[src/rtl/pong_pkg.sv]
// Shared constants and types for the pong game datapath: VGA timing,
// frame-update scheduler states and client slot assignments.
package pong_pkg;

   localparam int HA   = 640;
   localparam int HF   = 16;
   localparam int HS   = 96;
   localparam int HB   = 48;
   localparam int HTOT = HA + HF + HS + HB;

   localparam int VA   = 480;
   localparam int VF   = 10;
   localparam int VS   = 2;
   localparam int VB   = 33;
   localparam int VTOT = VA + VF + VS + VB;

   typedef enum logic [1:0] {
      IDLE = 2'd0,
      REQ  = 2'd1,
      GAP  = 2'd2,
      DONE = 2'd3
   } sched_state_t;

   localparam int CL_PADDLE_L = 0;
   localparam int CL_PADDLE_R = 1;
   localparam int CL_BALL     = 2;
   localparam int CL_SCORE    = 3;

endpackage

[src/rtl/upd_timer.sv]
// Per-request wait counter: cleared between requests, incremented while a
// request is pending, flags expiry when it reaches TIMEOUT-1.
module upd_timer #(
   parameter int TIMEOUT = 255
) (
   input  logic clk_i,
   input  logic rst_i,
   input  logic clr_i,
   input  logic inc_i,
   output logic expired_o
);

   localparam logic [7:0] LAST = 8'(TIMEOUT - 1);

   logic [7:0] cnt_q;

   always_ff @(posedge clk_i or posedge rst_i) begin
      if (rst_i) begin
         cnt_q <= 8'd0;
      end else if (clr_i) begin
         cnt_q <= 8'd0;
      end else if (inc_i) begin
         cnt_q <= cnt_q + 8'd1;
      end
   end

   assign expired_o = (cnt_q == LAST);

endmodule

[src/rtl/frame_update_sched.sv]
// Once-per-frame update sequencer: during vertical blanking it walks the
// update clients in slot order, one req/ack transaction each.
module frame_update_sched #(
   parameter int N_CLIENTS = 4,
   parameter int TIMEOUT   = 255,
   parameter int VA        = pong_pkg::VA,
   parameter int HTOT      = pong_pkg::HTOT,
   parameter int VTOT      = pong_pkg::VTOT
) (
   input  logic                 clk_i,
   input  logic                 rst_i,
   input  logic                 en_i,
   input  logic                 pix_en_i,
   input  logic [9:0]           pos_x_i,
   input  logic [9:0]           pos_y_i,
   output logic [N_CLIENTS-1:0] upd_req_o,
   input  logic [N_CLIENTS-1:0] upd_ack_i,
   output logic                 busy_o,
   output logic                 done_o,
   output logic [15:0]          frame_cnt_o,
   output logic [N_CLIENTS-1:0] timeout_err_o,
   output logic                 overrun_o,
   input  logic                 err_clr_i
);
   import pong_pkg::*;

   localparam int SLOT_W = (N_CLIENTS > 1) ? $clog2(N_CLIENTS) : 1;
   localparam logic [SLOT_W-1:0] LAST_SLOT = SLOT_W'(N_CLIENTS - 1);
   localparam logic [1:0] S_IDLE = IDLE;
   localparam logic [1:0] S_REQ  = REQ;
   localparam logic [1:0] S_GAP  = GAP;
   localparam logic [1:0] S_DONE = DONE;
   // Frame events only exist for timing where the start line lies inside the frame.
   localparam bit TIMING_OK = (VA > 0) && (VA < VTOT) && (HTOT > 0);

   logic [1:0]           state_q, state_d;
   logic [SLOT_W-1:0]    slot_q, slot_d;
   logic [15:0]          frame_cnt_q;
   logic [N_CLIENTS-1:0] tout_q, tout_set;
   logic                 ovr_q, ovr_set;
   logic                 cnt_inc;
   logic                 timer_clr, timer_inc, timer_exp;
   logic                 fs, av;

   assign fs = TIMING_OK && pix_en_i && (pos_x_i == 10'd0) && (pos_y_i == 10'(VA));
   assign av = TIMING_OK && pix_en_i && (pos_x_i == 10'd0) && (pos_y_i == 10'd0);

   upd_timer #(.TIMEOUT(TIMEOUT)) u_timer (
      .clk_i     (clk_i),
      .rst_i     (rst_i),
      .clr_i     (timer_clr),
      .inc_i     (timer_inc),
      .expired_o (timer_exp)
   );

   // Handshake: upd_req_o[slot] stays high until the client raises
   // upd_ack_i[slot] on a clock edge (or the timer expires); the request
   // then drops for at least one cycle before the next slot is asked.
   always_comb begin
      state_d   = state_q;
      slot_d    = slot_q;
      timer_clr = 1'b1;
      timer_inc = 1'b0;
      tout_set  = '0;
      ovr_set   = 1'b0;
      cnt_inc   = 1'b0;
      if ((state_q != S_IDLE) && av) begin
         state_d = S_IDLE;
         slot_d  = '0;
         ovr_set = 1'b1;
      end else begin
         case (state_q)
            S_IDLE: begin
               if (fs && en_i) begin
                  state_d = S_REQ;
                  slot_d  = '0;
               end
            end
            S_REQ: begin
               if (upd_ack_i[slot_q]) begin
                  state_d = S_GAP;
               end else if (timer_exp) begin
                  tout_set[slot_q] = 1'b1;
                  state_d          = S_GAP;
               end else begin
                  timer_clr = 1'b0;
                  timer_inc = 1'b1;
               end
            end
            S_GAP: begin
               if (slot_q == LAST_SLOT) begin
                  state_d = S_DONE;
               end else begin
                  slot_d  = SLOT_W'(slot_q + 1'b1);
                  state_d = S_REQ;
               end
            end
            S_DONE: begin
               cnt_inc = 1'b1;
               state_d = S_IDLE;
            end
            default: state_d = S_IDLE;
         endcase
      end
   end

   always_ff @(posedge clk_i or posedge rst_i) begin
      if (rst_i) begin
         state_q     <= S_IDLE;
         slot_q      <= '0;
         frame_cnt_q <= 16'd0;
         tout_q      <= '0;
         ovr_q       <= 1'b0;
      end else begin
         state_q <= state_d;
         slot_q  <= slot_d;
         if (cnt_inc) begin
            frame_cnt_q <= frame_cnt_q + 16'd1;
         end
         // A set in the same cycle as a clear wins for that bit.
         tout_q <= (tout_q & ~{N_CLIENTS{err_clr_i}}) | tout_set;
         ovr_q  <= (ovr_q & ~err_clr_i) | ovr_set;
      end
   end

   always_comb begin
      upd_req_o = '0;
      if (state_q == S_REQ) begin
         upd_req_o[slot_q] = 1'b1;
      end
   end

   assign busy_o        = (state_q != S_IDLE);
   assign done_o        = (state_q == S_DONE);
   assign frame_cnt_o   = frame_cnt_q;
   assign timeout_err_o = tout_q;
   assign overrun_o     = ovr_q;

endmodule

[config.mk]
export PLATFORM = sky130hd
export DESIGN_NAME = frame_update_sched
export DESIGN_NICKNAME = d
export VERILOG_FILES = /design/src/rtl/pong_pkg.sv /design/src/rtl/upd_timer.sv /design/src/rtl/frame_update_sched.sv
export SDC_FILE = /design/constraint.sdc
export NUM_CORES = 1
export LEC_CHECK = 0
export ABC_AREA = 1
export CORE_MARGIN = 2
export CORE_UTILIZATION = 30
export DETAILED_ROUTE_END_ITERATION = 10
export PLACE_DENSITY_LB_ADDON = 0.12
export SYNTH_ARGS = -nofsm -noshare
export SYNTH_HDL_FRONTEND = slang
export SYNTH_SLANG_ARGS = --single-unit
export TNS_END_PERCENT = 5
[constraint.sdc]
create_clock -name clk_i -period 3.9 [get_ports clk_i]
set_input_delay 0.39 -clock clk_i [delete_from_list [all_inputs] [get_ports clk_i]]
set_output_delay 0.39 -clock clk_i [all_outputs]
set_load 0.01 [all_outputs]
==> summary.txt, run 1 <==
Power and ir drop
  • Clk pwr share: 0.224
  • Sw Ratio: 0.3814
  • P_int: 0.9275 mW
  • PD cells: 502.9 nW/um^2
  • Register share of total power: 0.346
  • Gate power share: 0.430
  • Leak Pwr: 1.366 nW
  • Sw Pwr: 0.5719 mW
  • Peak VDD IR: 189.1 uV
  • Total Power: 1.499 mW

Floorplanning
  • Die Y: 90.09 um
  • Die W: 90.09 um
  • Ports: 56
  • Initial cell density of the core: 0.3082
  • DIE AREA: 8116 um^2
  • Core ar.: 7214 um^2
  • FP Rows: 31

STA
  • Slew Viols, Final: 0
  • RSZ-0062 raised after global routing: false
  • Slew margin rel.: 0.4149
  • Post-layout min period: 2.122 ns
  • Setup violators final: 0
  • Endpoints failing hold: 0
  • Worst-margin pin slew: 0.8767 ns
  • Skew final: 0.006121 ns
  • Period utilization: 0.5440
  • Total negative setup slack: 0 ns
  • Highest clock rate: 0.4713 GHz

GRT
  • Largest net degree at the start of global routing: 26
  • Initial antenna violation count: 0
  • Total congestion overflow: 0
  • Global Route Usage Sum: 0.1266
  • Vias in the first global route: 1,918
  • Global-route wire length before repair: 8556 um

Worst setup path
  • CP startpoint kind: flip-flop
  • Maximum fanout along the worst path: 6
  • Crit path capture type: output pin
  • CP required: 3.51 ns
  • Setup CP Type: reg -> out
  • R2r setup slk: 2.23 ns
  • Crit path DAT: 1.73 ns
  • FF-to-FF path depth: 7

Synthesis
  • Ys Warns: 0
  • Post-synth top area share: 0.3714
  • Post-Syn Nets: 329
  • Area of the mapped netlist: 2223 um^2
  • Share of synthesized area occupied by flip-flops and latches: 0.3714
  • Main area contributors after synthesis: dfrtp_1 (37%), nand2_1 (12%), inv_1 (7.6%)
  • Syn Area/Cell: 7.588 um^2
  • Post-synthesis cell count: 293
  • Post-synth cell types: 26
  • Seq cells post-synth: 33
  • Area leader, netlist: dfrtp_1

Placed design
  • PortBufs: 55
  • Post-DP HPWL: 3799 um
  • Placed Instances: 446
  • Placer Congestion: 0.8316

CTS
  • CTS HTree Levels: 2
  • Clock latency on the worst-skew pair: 0.28 ns
  • # clock sinks: 33
  • Clock Path Buffers: 2
  • CTS tree: done
  • Postcts setup bufs: 0
  • Root buf cell: clkbuf_8
  • Reg clk slew, reported paths: 0.07 ns
  • # hold bufs at CTS: 0
  • Clock buffer count from CTS: 5
  • Post-CTS sizing: 0

Drt
  • 1st-iter DRT viols: 81
  • ANT nets after route: 0
  • Routed wire length per instance: 10.62 um
  • Via count: 1,969
  • # DRC: 0
  • Wirelength, routed: 4820 um
  • Number of vias per cell: 4.337
  • TritonRoute pass-1 iters: 4

Cells and area
  • Ant. Diodes: 0
  • Area grow syn2layout: 34.10%
  • Commonest non-fill, non-tap cell in the layout: nand2_1
  • Share of cells above drive strength 1: 0.1437
  • Commonest cells after routing, fill and taps aside: nand2_1 (72), clkdlybuf4s50_1 (55), inv_1 (45)
  • FILL cells: 742
  • Nets: 390
  • Non-filler cells in the finished layout: 454

Run status
  • Status: completed

Hold path
  • Hold Path Cell Cnt: 1
  • Worst Hold Class: reg -> reg

Flow run
  • MaxCap Viol Count: 0
## worst max-delay path: stages, from the launching register on
cell and delay [ns]:
dfrtp_1 0.45, inv_2 0.12, ha_1 0.15, inv_1 0.04, nor2_1 0.13, clkdlybuf4s50_1 0.56
## logic make-up (layout without fill, tap and decap cells)
kind of cell               after synthesis  in the layout  synth area share
adders and majority gates                7              7           0.03939
and+or+nand+nor                        177            177            0.4018
DFF                                     33             33            0.3714
xor gates and xnor gates                 6              6           0.02364
AOI/OAI and AO/OA                       21             21           0.06415
buffers and inverters                   49            111           0.09960
## synth_stat cells, drive strengths merged
library cell / number
a21oi: 3
buf: 2
dfrtp: 33
ha: 7
inv: 47
nand2: 84
nand3: 17
nand3b: 1
nand4: 11
nor2: 48
nor3: 15
nor3b: 1
o21ai: 18
xnor2: 2
xor2: 4
## metrics by stage
step                worst slack [ns]  utilization  hold slack (ns)  area [um^2]
floorplan                      2.426            -           0.4507         2223
CTS                            1.764       0.4133           0.4831         2982
detailed placement             2.026       0.3972           0.4731         2865
global placement               2.028       0.3972           0.4729         2865
finish                         1.778       0.4133           0.4846         2982
global route                   1.575       0.4133           0.5187         2982
## state kept, by name, indices dropped and copies added (netlist names)
name           flops
overrun_o          1
state_q            2
slot_q             2
u_timer.cnt_q      8
timeout_err_o      4
frame_cnt_o       16
## final cells by class
cell class / count / area, um^2 / share of cell area
Tap cell: 99 / 123.9 / 0.04154
Inverter: 47 / 181.4 / 0.06085
Sequential cell: 33 / 825.8 / 0.2770
Clock buffer: 7 / 86.33 / 0.02896
Clock inverter: 1 / 30.03 / 0.01007
Multi-Input combinational cell: 211 / 1176 / 0.3945
Timing Repair Buffer: 56 / 558.0 / 0.1872
## power by group through the flow
stage	sequential, mW	clock, mW	combinational (mW)
after floorplan	0.536	0	0.391
after global placement	0.526	0	0.650
after detailed placement	0.527	0	0.652
after CTS	0.520	0.349	0.654
after global routing	0.536	0.362	0.726
final	0.519	0.336	0.645
## path summary, 6_finish.rpt
kind,from,end
max in group asynchronous,rst_i,frame_cnt_o[2]
worst min-delay path,u_timer.cnt_q[0],u_timer.cnt_q[0]
worst max register to register,frame_cnt_o[0],frame_cnt_o[8]
worst max-delay path,slot_q[0],upd_req_o[2]
worst min register to register,u_timer.cnt_q[0],u_timer.cnt_q[0]
min in group asynchronous,rst_i,frame_cnt_o[8]
## layer usage
layer / vias up / GRT usage / share of wire
met4: 0 / 0.04487 / 0.014
li1: 1041 / - / -
met2: 43 / 0.2124 / 0.48
met3: 6 / 0.03269 / 0.045
met5: - / 0 / 0
met1: 879 / 0.1573 / 0.46
(Power assumes the default switching activity.)
==> inputs of run 2 (changes only) <==
==> constraint.sdc (replaced) <==
create_clock -name clk_i -period 2.22 [get_ports clk_i]
set_input_delay 0.222 -clock clk_i [delete_from_list [all_inputs] [get_ports clk_i]]
set_output_delay 0.222 -clock clk_i [all_outputs]
set_load 0.01 [all_outputs]
==> run 2 against run 1 <==
Wire length is 2.4% higher. First-iteration DRC count shrank 25%. Clock power is 33% higher. Sequential power increased by 77%. Global-route usage increased by 0.41 points. Highest routed layer unchanged.
==> summary.txt, run 2 (synthesized netlist as in run 1, its figures left out) <==
Run status
  • Status: completed

Worst setup path
  • Buf/Inv on CP: 3
  • CP top delay family: buffers and inverters
  • Critical path's slowest cell: clkdlybuf4s50_1
  • Crit path DAT: 1.75 ns
  • Setup CP Type: reg -> out
  • Crit path capture type: output pin
  • CP startpoint kind: flip-flop
  • Biggest cell delay along the critical path: 0.56 ns
  • Critical-path cell list: inv_1, nor2_1, inv_1, nor2_1, clkdlybuf4s50_1
  • Maximum fanout along the worst path: 6
  • CP required: 2.00 ns

Cells and area
  • Finished Cell Area: 2948 um^2
  • Nets: 390
  • Ant. Diodes: 0
  • Number of flip-flops in the largest register: 16
  • Commonest cells after routing, fill and taps aside: nand2_1 (72), clkdlybuf4s50_1 (55), inv_1 (45)
  • Share of cells above drive strength 1: 0.1437
  • Area grow syn2layout: 32.58%
  • Commonest non-fill, non-tap cell in the layout: nand2_1

STA
  • Endpoints failing hold: 0
  • Period utilization: 0.8893
  • RSZ-0062 raised after global routing: false
  • Slew margin rel.: 0.7034
  • Highest clock rate: 0.5065 GHz
  • Setup violators final: 0
  • Slew Viols, Final: 0
  • Post-layout min period: 1.974 ns
  • Worst-margin pin slew: 0.4414 ns
  • Total negative setup slack: 0 ns
  • Skew final: 0.003262 ns

CTS
  • CTS HTree Levels: 2
  • Post-CTS sizing: 0
  • Clock latency on the worst-skew pair: 0.28 ns
  • CTS tree: done
  • Clock Path Buffers: 2
  • Clock buffer count from CTS: 5
  • Root buf cell: clkbuf_8
  • Postcts setup bufs: 0
  • # hold bufs at CTS: 0
  • Reg clk slew, reported paths: 0.07 ns
  • # clock sinks: 33

Power and ir drop
  • PD cells: 849.9 nW/um^2
  • Peak VDD IR: 288.3 uV
  • Leak Pwr: 1.352 nW

GRT
  • Met1 usage: 0.1600
  • M3 GR Usage: 0.02934
  • Global Route Usage Sum: 0.1307
  • Vias in the first global route: 1,927
  • Global-route wire length before repair: 8700 um
  • Met2 Resource Use GR: 0.2274
  • Gr busiest metal: met2
  • Total congestion overflow: 0
  • Initial antenna violation count: 0
  • Largest net degree at the start of global routing: 34

Floorplanning
  • Ports: 56
  • DIE AREA: 8116 um^2
  • FP Rows: 31
  • Die W: 90.09 um
  • Initial cell density of the core: 0.3082
  • Core ar.: 7214 um^2
  • Die Y: 90.09 um

Drt
  • Wirelength, routed: 4938 um
  • Number of vias per cell: 4.306
  • TritonRoute pass-1 iters: 4
  • 1st-iter DRT viols: 61
  • Via count: 1,955
  • ANT nets after route: 0
  • Routed wire length per instance: 10.88 um
  • # DRC: 0

Hold path
  • Worst Hold Class: in -> async

Placed design
  • Placer Congestion: 0.8244
  • Post-DP HPWL: 3844 um
  • PortBufs: 55
  • Placement Cell Area: 2865 um^2

Flow run
  • MaxCap Viol Count: 0
## run 2: cell count changes in the layout (fill, tap and decap cells not counted)
cell,before,now
bufinv_16,1,0
clkinv_2,0,2
clkbuf_8,6,5
## run 2: layer usage
layer	vias up	wire (um)
li1	1039	-
met1	869	2334
met2	43	2322
met3	4	211
met4	0	70
met5	-	0
## run 2: worst register-to-register path: stages, from the launching register on
cell and delay, ns:
dfrtp_1 0.47, ha_1 0.27, inv_1 0.10, nor2_1 0.30, nand2_1 0.11, xor2_1 0.16, nand2_2 0.07, o21ai_2 0.04
## run 2: where the power goes
group | leakage [nW] | internal (mW) | switching (mW) | total (mW)
clock network | 0.0450 | 0.217 | 0.229 | 0.447
logic | 0.868 | 0.521 | 0.619 | 1.14
registers | 0.439 | 0.742 | 0.177 | 0.919
## run 2: final cells by class
cell class	instances	area, um^2
fill	745	4267
multi-input combinational	211	1176
sequential	33	825.8
timing repair buffer	56	558.0
inverter	47	181.4
tap	99	123.9
clock buffer	6	72.57
clock inverter	2	10.01
## run 2: worst paths after layout
path | start | end | slack, ns | depth (start not counted)
worst min register to register | overrun_o | overrun_o | 0.49 | 2
max in group asynchronous | rst_i | timeout_err_o[2] | 1.58 | 3
worst max-delay path | state_q[0] | upd_req_o[2] | 0.25 | 5
worst max register to register | frame_cnt_o[0] | frame_cnt_o[8] | 0.59 | 7
min in group clk_i | overrun_o | overrun_o | 0.49 | 2
worst min-delay path | rst_i | frame_cnt_o[8] | 0.33 | 3
## run 2: metrics by stage
step                std cells    util  power [mW]  worst slack, ns  hold slack [ns]
floorplan                 293       -       1.628           0.7458           0.3509
global placement          446  0.3972       2.068           0.4871           0.4710
detailed placement        446  0.3972       2.085           0.5030           0.4749
CTS                       454  0.4086       2.541           0.2456           0.3489
global route              454  0.4086       2.721          0.08875           0.3723
finish                    454  0.4086       2.505           0.2458           0.3335
==> inputs of run 3 (changes only) <==
--- a/config.mk
+++ b/config.mk
@@ -6,6 +6,7 @@
 export NUM_CORES = 1
 export LEC_CHECK = 0
 export ABC_AREA = 1
+export CORE_ASPECT_RATIO = 1.5
 export CORE_MARGIN = 2
 export CORE_UTILIZATION = 30
 export DETAILED_ROUTE_END_ITERATION = 10
==> run 3 against run 2 <==
Hold slack worse by 0.013 ns. Highest routed layer unchanged. Critical endpoint is now upd_req_o[3]. Register-to-register slack hardly changed. Global-route usage is 1.2 points higher. Critical path depth did not move. Sequential share of layout area shrank 0.51 points. Flip-flop and latch count did not move. Non-clock buffer count did not move. Cell area grew 1.9%. Cell count grew 0.22%. Sequential power increased by 0.7%. Die area grew 0.17%.
==> summary.txt, run 3 (synthesized netlist as in run 1, its figures left out) <==
GRT
  • Initial antenna violation count: 0
  • Largest net degree at the start of global routing: 34
  • Global-route wire length before repair: 8859 um
  • Vias in the first global route: 2,019
  • Total congestion overflow: 0
  • Global Route Usage Sum: 0.1429

Cells and area
  • Ant. Diodes: 0
  • Commonest non-fill, non-tap cell in the layout: nand2_1
  • Non-filler cells in the finished layout: 455
  • Share of cells above drive strength 1: 0.1493
  • Commonest cells after routing, fill and taps aside: nand2_1 (72), clkdlybuf4s50_1 (55), inv_1 (45)
  • FILL cells: 759
  • Area grow syn2layout: 35.06%
  • Nets: 390
  • Number of flip-flops in the largest register: 16

Drt
  • ANT nets after route: 0
  • Routed wire length per instance: 11.23 um
  • TritonRoute pass-1 iters: 4
  • Number of vias per cell: 4.396
  • # DRC: 0
  • Wirelength, routed: 5108 um
  • Via count: 2,000
  • 1st-iter DRT viols: 65

Worst setup path
  • CP required: 2.00 ns
  • Buf/Inv on CP: 3
  • Biggest cell delay along the critical path: 0.58 ns
  • Critical path origin: state_q[0]
  • Maximum fanout along the worst path: 6
  • Critical-path cell list: inv_1, nor2_2, inv_1, nor2_1, clkdlybuf4s50_1
  • Most Frequent Cell on Critical Path: inv_1
  • CP startpoint kind: flip-flop
  • Critical path's slowest cell: clkdlybuf4s50_1
  • Crit path capture type: output pin
  • Crit path DAT: 1.76 ns
  • CP top delay family: buffers and inverters
  • FF-to-FF Start: frame_cnt_o[0]
  • Setup CP Type: reg -> out

CTS
  • Clock latency on the worst-skew pair: 0.29 ns
  • CTS tree: done
  • CTS HTree Levels: 2
  • Clock buffer count from CTS: 5
  • Postcts setup bufs: 0
  • Clock Path Buffers: 2
  • # clock sinks: 33
  • Root buf cell: clkbuf_8
  • Reg clk slew, reported paths: 0.08 ns

Placed design
  • PortBufs: 55
  • Placer Congestion: 0.8272
  • Post-DP HPWL: 4035 um
  • Placed Instances: 447

STA
  • RSZ-0062 raised after global routing: false
  • Highest clock rate: 0.5039 GHz
  • Skew final: 0.009446 ns
  • Endpoints failing hold: 0
  • Slew Viols, Final: 0
  • Worst-margin pin slew: 0.5026 ns
  • Setup violators final: 0
  • Total negative setup slack: 0 ns
  • Period utilization: 0.8939
  • Post-layout min period: 1.984 ns
  • Slew margin rel.: 0.6623

Power and ir drop
  • P_int: 1.710 mW
  • PD cells: 914.0 nW/um^2
  • Leak Pwr: 1.375 nW
  • Sw Ratio: 0.3771
  • Gate power share: 0.414
  • Clk pwr share: 0.249
  • Peak VDD IR: 339.2 uV
  • Register share of total power: 0.337
  • Sw Pwr: 1.035 mW

Floorplanning
  • Ports: 56
  • Die W: 74.29 um
  • DIE AREA: 8130 um^2
  • FP Rows: 38
  • Core ar.: 7227 um^2
  • Die Y: 109.4 um
  • Initial cell density of the core: 0.3077

Flow run
  • MaxCap Viol Count: 0

Run status
  • Status: completed

Hold path
  • Worst Hold Class: in -> async
run 3: changes by cell type in the layout (fill, tap and decap cells not counted), sizes merged:
| cell | change |
|---|---|
| clkinv | -1 |
| clkbuf | -1 |
| bufinv | +2 |
run 3: routing by layer:
metal	up-vias	wire, um	track usage
met2	51	2765	0.2621
met4	0	145	0.06505
met1	896	1999	0.1518
li1	1044	-	-
met3	9	197	0.03208
met5	-	0	0
run 3: final timing paths:
kind	endpoint	slack, ns	depth (start not counted)
min in group clk_i	timeout_err_o[0]	0.49	2
hold reg to reg	timeout_err_o[0]	0.49	2
setup / recovery	upd_req_o[3]	0.24	5
max in group asynchronous	frame_cnt_o[15]	1.59	3
hold / removal	u_timer.cnt_q[2]	0.32	3
setup reg to reg	frame_cnt_o[8]	0.58	7
run 3: layout make-up:
cell class              count  area, um^2  area share
clock inverters             3       65.06     0.02167
well taps                 100       125.1     0.04167
multi-input cells         211        1179      0.3925
clock buffers               5       68.82     0.02292
repair buffers             56       558.0      0.1858
flip-flops and latches     33       825.8      0.2750
inverters                  47       181.4     0.06042
run 3: worst register-to-register path: cells and delay by family (launching register included):
family          cells  cell delay [ns]
flops               1             0.48
simple gates        3             0.47
fa+ha+maj           1             0.28
xor+xnor            1             0.16
buf+inv             1             0.10
compound gates      1             0.04
run 3: timing repair:
item                       in CTS  in global routing
setup endpoints to repair       0                  3
hold buffers                    0                  0
resized for setup               0                  1
run 3: per-stage QoR:
stage / cell area (um^2) / worst slack [ns] / hold slack [ns] / power, mW / util
global route: 3003 / 0.07276 / 0.3651 / 2.971 / 0.4155
CTS: 3000 / 0.1394 / 0.3371 / 2.787 / 0.4152
detailed placement: 2867 / 0.4789 / 0.4814 / 2.091 / 0.3966
finish: 3003 / 0.2355 / 0.3206 / 2.745 / 0.4155
floorplan: 2223 / 0.7458 / 0.3509 / 1.628 / -
global placement: 2867 / 0.4411 / 0.4731 / 2.084 / 0.3966
run 3: power groups by stage:
stage               registers [mW]  logic, mW  clock network, mW
global placement             0.939       1.14                  0
global route                 0.949       1.29              0.732
CTS                          0.929       1.15              0.705
floorplan                    0.941      0.687                  0
finish                       0.925       1.14              0.685
detailed placement           0.939       1.15                  0
